**config.mk**
```make
export PLATFORM = sky130hd
export DESIGN_NAME = lease_arbiter
export DESIGN_NICKNAME = d
export VERILOG_FILES = /design/src/rtl/lease_arbiter_pkg.sv /design/src/rtl/lease_arbiter_rr_pick.sv /design/src/rtl/lease_arbiter.sv
export SDC_FILE = /design/constraint.sdc
export NUM_CORES = 1
export LEC_CHECK = 0
export CORE_AREA = 10 10 47 49
export DETAILED_ROUTE_END_ITERATION = 7
export DIE_AREA = 0 0 57 59
export PLACE_DENSITY_LB_ADDON = 0.15
export SLEW_MARGIN = 20
export SYNTH_ARGS = -nofsm -noshare
export SYNTH_HDL_FRONTEND = slang
export SYNTH_SLANG_ARGS = --single-unit
```
**constraint.sdc**
```tcl
create_clock -name clk -period 2 [get_ports clk]
set_input_delay 0.3 -clock clk [delete_from_list [all_inputs] [get_ports clk]]
set_output_delay 0.3 -clock clk [all_outputs]
set_load 0.05 [all_outputs]
```
**src/rtl/lease_arbiter_pkg.sv**
```systemverilog
// Shared types, default parameters and pointer helper for the lease arbiter.
package lease_arbiter_pkg;

  localparam int N_DEF         = 3;
  localparam int IDW_DEF       = 2;
  localparam int LEASE_MAX_DEF = 8;

  typedef enum logic [1:0] {
    IDLE    = 2'd0,
    GRANT   = 2'd1,
    BUSY    = 2'd2,
    RECOVER = 2'd3
  } arb_state_t;

  // Successor of idx in a ring of n clients.
  function automatic int unsigned next_ptr(input int unsigned idx, input int unsigned n);
    return (idx + 1 >= n) ? 0 : idx + 1;
  endfunction

endpackage

```
**src/rtl/lease_arbiter_rr_pick.sv**
```systemverilog
// Combinational rotating-priority picker: first set req bit scanning ptr, ptr+1, ... mod N.
module lease_arbiter_rr_pick #(
  parameter int N   = 3,
  parameter int IDW = 2
) (
  input  logic [N-1:0]   req,
  input  logic [IDW-1:0] ptr,
  output logic           found,
  output logic [IDW-1:0] idx
);

  logic [IDW-1:0] w_cand;

  always_comb begin
    found  = 1'b0;
    idx    = '0;
    w_cand = ptr;
    for (int i = 0; i < N; i++) begin
      if (!found && req[w_cand]) begin
        found = 1'b1;
        idx   = w_cand;
      end
      w_cand = (w_cand == IDW'(N - 1)) ? '0 : w_cand + IDW'(1);
    end
  end

endmodule

```
**src/rtl/lease_arbiter.sv**
```systemverilog
// Central round-robin req/ack lease arbiter for one shared resource.
// Optional lease expiry with revoke pulse is built when LEASE_TIMEOUT_EN is defined.
module lease_arbiter
  import lease_arbiter_pkg::*;
#(
  parameter int N         = N_DEF,
  parameter int IDW       = IDW_DEF,
  parameter int LEASE_MAX = LEASE_MAX_DEF
) (
  input  logic           clk,
  input  logic           reset,
  input  logic [N-1:0]   req,
  output logic [N-1:0]   ack,
  output logic [IDW-1:0] owner,
  output logic           busy,
  output logic           revoke
);

  if (N < 2 || N > 8 || (2 ** IDW) < N || LEASE_MAX < 1) begin : g_param_check
    $error("lease_arbiter: illegal N/IDW/LEASE_MAX combination");
  end

  arb_state_t     r_state, w_state_nxt;
  logic [IDW-1:0] r_ptr, w_ptr_nxt;
  logic [IDW-1:0] r_owner, w_owner_nxt;
  logic [N-1:0]   r_ack, w_ack_nxt;
  logic           w_found;
  logic [IDW-1:0] w_idx;
  logic           w_req_own;
  logic [IDW-1:0] w_ptr_after;

`ifdef LEASE_TIMEOUT_EN
  localparam int CW = $clog2(LEASE_MAX + 1);
  logic [CW-1:0]  r_cnt, w_cnt_nxt;
  logic           r_revoke, w_revoke_nxt;
`endif

  lease_arbiter_rr_pick #(.N(N), .IDW(IDW)) u_pick (
    .req   (req),
    .ptr   (r_ptr),
    .found (w_found),
    .idx   (w_idx)
  );

  assign w_req_own   = req[r_owner];
  assign w_ptr_after = IDW'(next_ptr(32'(r_owner), unsigned'(N)));

  always_comb begin
    w_state_nxt = r_state;
    w_ptr_nxt   = r_ptr;
    w_owner_nxt = r_owner;
    w_ack_nxt   = r_ack;
`ifdef LEASE_TIMEOUT_EN
    w_cnt_nxt    = r_cnt;
    w_revoke_nxt = 1'b0;
`endif
    case (r_state)
      IDLE: begin
        if (w_found) begin
          w_owner_nxt = w_idx;
          w_state_nxt = GRANT;
        end
      end
      GRANT: begin
        if (w_req_own) begin
          w_ack_nxt          = '0;
          w_ack_nxt[r_owner] = 1'b1;
          w_state_nxt        = BUSY;
`ifdef LEASE_TIMEOUT_EN
          w_cnt_nxt = '0;
`endif
        end else begin
          // Request withdrawn before the grant landed: skip this client.
          w_state_nxt = IDLE;
          w_ptr_nxt   = w_ptr_after;
        end
      end
      BUSY: begin
        if (!w_req_own) begin
          w_ack_nxt   = '0;
          w_state_nxt = IDLE;
          w_ptr_nxt   = w_ptr_after;
        end
`ifdef LEASE_TIMEOUT_EN
        else if (r_cnt == CW'(LEASE_MAX - 1)) begin
          w_ack_nxt    = '0;
          w_revoke_nxt = 1'b1;
          w_state_nxt  = RECOVER;
        end else begin
          w_cnt_nxt = r_cnt + CW'(1);
        end
`endif
      end
`ifdef LEASE_TIMEOUT_EN
      RECOVER: begin
        if (!w_req_own) begin
          w_state_nxt = IDLE;
          w_ptr_nxt   = w_ptr_after;
        end
      end
`endif
      default: begin
        w_ack_nxt   = '0;
        w_state_nxt = IDLE;
      end
    endcase
  end

  always_ff @(posedge clk) begin
    if (reset) begin
      r_state <= IDLE;
      r_ptr   <= '0;
      r_owner <= '0;
      r_ack   <= '0;
    end else begin
      r_state <= w_state_nxt;
      r_ptr   <= w_ptr_nxt;
      r_owner <= w_owner_nxt;
      r_ack   <= w_ack_nxt;
    end
  end

`ifdef LEASE_TIMEOUT_EN
  always_ff @(posedge clk) begin
    if (reset) begin
      r_cnt    <= '0;
      r_revoke <= 1'b0;
    end else begin
      r_cnt    <= w_cnt_nxt;
      r_revoke <= w_revoke_nxt;
    end
  end

  assign revoke = r_revoke;
`else
  assign revoke = 1'b0;
`endif

  assign ack   = r_ack;
  assign owner = r_owner;
  assign busy  = (r_state != IDLE);

endmodule

```
==> flow_summary.ini <==
[synthesis]
async_flop_share_pct = 0
synth_edf_count = 0
yosys_most_used_dff = dfxtp_1
synthMuxAreaShare_pct = 9.62
syn_area_per_cell_um2 = 8.53
yosys.area_share.adder_pct = 7.21
yosysMostFrequentCell = dfxtp_1
ys_seq_area_share_pct = 34.6
yosys-top-cells-count = 9 x dfxtp_1, 6 x inv_1, 6 x nand2_1
syn_area_um2 = 520
synth-compound-area-share_pct = 21.9
ys_ff_latch = 9
synth_fp_nets = 69
postSynthCellCount = 61
yosysWarnings = 0
synth_top_cell_by_area = dfxtp_1
synthXorXnorAreaFrac_pct = 0
synth_area_leaders = dfxtp_1 35%, mux2i_1 9.6%, ha_1 7.2%, a21oi_1 4.8%, inv_1 4.3%
synth.distinct_cells = 23
yosysTopAreaCellShare_pct = 34.6
synth_top_family_by_area = compound AO/OA/AOI/OAI gates
synth-simple-area-share_pct = 18.8

[clock_tree]
clock_latency_ns = 0.27
ctsHoldBuffers = 0
cts.sinks = 9
cts_root_buf = clkbuf_4
tritoncts = done
post_cts_buffers = 0
cts_htree_levels = 1
clk_pin_slew_ns = 0.06
cts_max_path_buffers = 2
cts_inserted_buffers = 3
cts_resized = 0

[final_layout]
final_cell_area_um2 = 687
final_net_count = 86
area_growth_pct = 32.0
fin_cells = 93
drive_above_1_share_pct = 13.0
diodes = 0
fill_cells = 144
seqCellArea_um2 = 180
multi_input_area_um2 = 303

[power]
power_uw = 496
powerDensity_nw_per_um2 = 722
peakVddDrop_mv = 0.455
p_leak_nw = 0.265

[placed_design]
globalplace.congestion = 0.812
io_buffers = 10
place_inst = 89
hpwl_um = 927
dpl_cell_area_um2 = 661

[grt]
grt_max_degree = 11
grt_pass1_wl_mm = 1.97
grt.overflow.total = 0
grt_pass1_vias = 473
grt_antenna_before_repair = 0
track_usage_pct = 7.38

[timing]
slew_headroom_pct = 66.7
hold_slack_ns = 0.454
final-hold-violation-count = 0
tightestPinTransition_ns = 0.498
skew_ns = 0.00187
grt_setup_unrepaired = false
fin_crit_ns = 1.92
period_share_pct = 95.8
slew_viol_final = 0
fin_tns_setup_ns = 0
fmax_mhz = 522
setup_viol = 0

[critical_path]
crit_cells = 1
cp_num_buf_inv = 1
startpoint = owner[0]$_SDFFE_PP0P_
crit_path_max_incr_delay_ns = 0.86
worstSetupPathType = reg2out
cp-start-kind = flip-flop
r2r_start = r_state[1]$_SDFFE_PP0P_
end_kind = primary output
cp_data_arrival_time_ns = 1.62
critPathTopFamily = buffers and inverters
cp_max_fo = 10
crit_path_cell_trace = clkdlybuf4s50_1
cp_slowest_cell = clkdlybuf4s50_1
worst_ep_required_time_ns = 1.70
worst-r2r-cell-count = 6

[detailed_routing]
avgRoutedWirePerCell_um = 12.3
via_per_inst = 5.09
firstDrtPassIters = 4
wl_mm = 1.14
num_vias = 473
drt-initial-drc-count = 6
route.detailed.drc = 0
ant_nets = 0

[worst_hold_path]
hold_path.startpoint = ack[2]$_SDFFE_PP0P_
holdPathStages = 2
hp-class = reg2reg

[flow_run]
cap_viol_max_count = 0

[status]
outcome = finished, final reports clean

[floorplan]
die_w_um = 57
dieArea_um2 = 3360
row_count = 14
initial_core_util_pct = 37.1
dieHeight_um = 59
core_um2 = 1400
io_pins = 12
==> stage by stage <==
stage,utilization (%),setup slack (ns)
finish,49.0,0.0844
global route,49.0,0.0114
CTS,49.0,0.0798
detailed placement,47.1,0.122
global placement,47.1,0.178
floorplan,-,0.209
==> layout make-up <==
| class | instances | area share, % |
|---|---|---|
| well taps | 16 | 2.91 |
| inverters | 6 | 3.28 |
| repair buffers | 15 | 19.7 |
| clock buffers | 4 | 3.83 |
| flip-flops and latches | 9 | 26.2 |
| multi-input cells | 43 | 44.1 |
==> state kept, by name, summed over array words and instances (netlist names) <==
| signal | count |
|---|---|
| r_state | 2 |
| ack | 3 |
| r_ptr | 2 |
| owner | 2 |
==> metal layers <==
layer  vias to the layer above  GRT usage [%]  wire (um)
li1                        247              -          -
met1                       213           8.06        533
met2                        11           11.2        502
met3                         2           4.72         93
met4                         0           3.02         15
met5                         -              0          0
==> kinds of logic after synthesis <==
| group | count (synthesis) |
|---|---|
| AOI/OAI and AO/OA | 17 |
| and+or+nand+nor | 17 |
| buffers and inverters | 9 |
| DFF | 9 |
| muxes | 5 |
| adders and majority gates | 3 |
| other | 1 |
==> report_power, final <==
part           switching, mW  internal (mW)  total, mW
registers             0.0109          0.191      0.201
logic                 0.0856         0.0598      0.145
clock network         0.0721         0.0774      0.149
==> final timing paths <==
path / to / slack (ns)
min reg2reg: ack[2]$_SDFFE_PP0P_ / 0.45
max: owner[0] / 0.08
min: ack[2]$_SDFFE_PP0P_ / 0.45
max reg2reg: r_state[0]$_SDFFE_PP0P_ / 0.46
==> placed cells by master, fill, tap and decap left out <==
cell             netlist  final
buf_4                  1      6
clkbuf_1               2      1
nor2_1                 3      3
or4b_1                 1      1
clkdlybuf4s50_1        0      9
dfxtp_1                9      9
o2111ai_1              1      1
nor2b_1                2      2
o21a_1                 1      1
o21ai_0                2      2
a211o_1                1      1
ha_1                   3      3
a32oi_1                1      1
clkbuf_4               0      3
nand3b_1               3      3
o211ai_1               2      2
and4bb_2               1      1
nor4_1                 1      1
inv_1                  6      6
nand2_1                6      6
conb_1                 1      1
a21oi_1                5      5
mux2i_1                5      5
o31ai_1                3      3
a21boi_0               1      1
==> tightest hold or removal path: stages, from the launching register on <==
cell,delay (ns)
dfxtp_1,0.31
nand2_1,0.05
mux2i_1,0.05
Note: power is estimated with default switching activity, not from simulation.
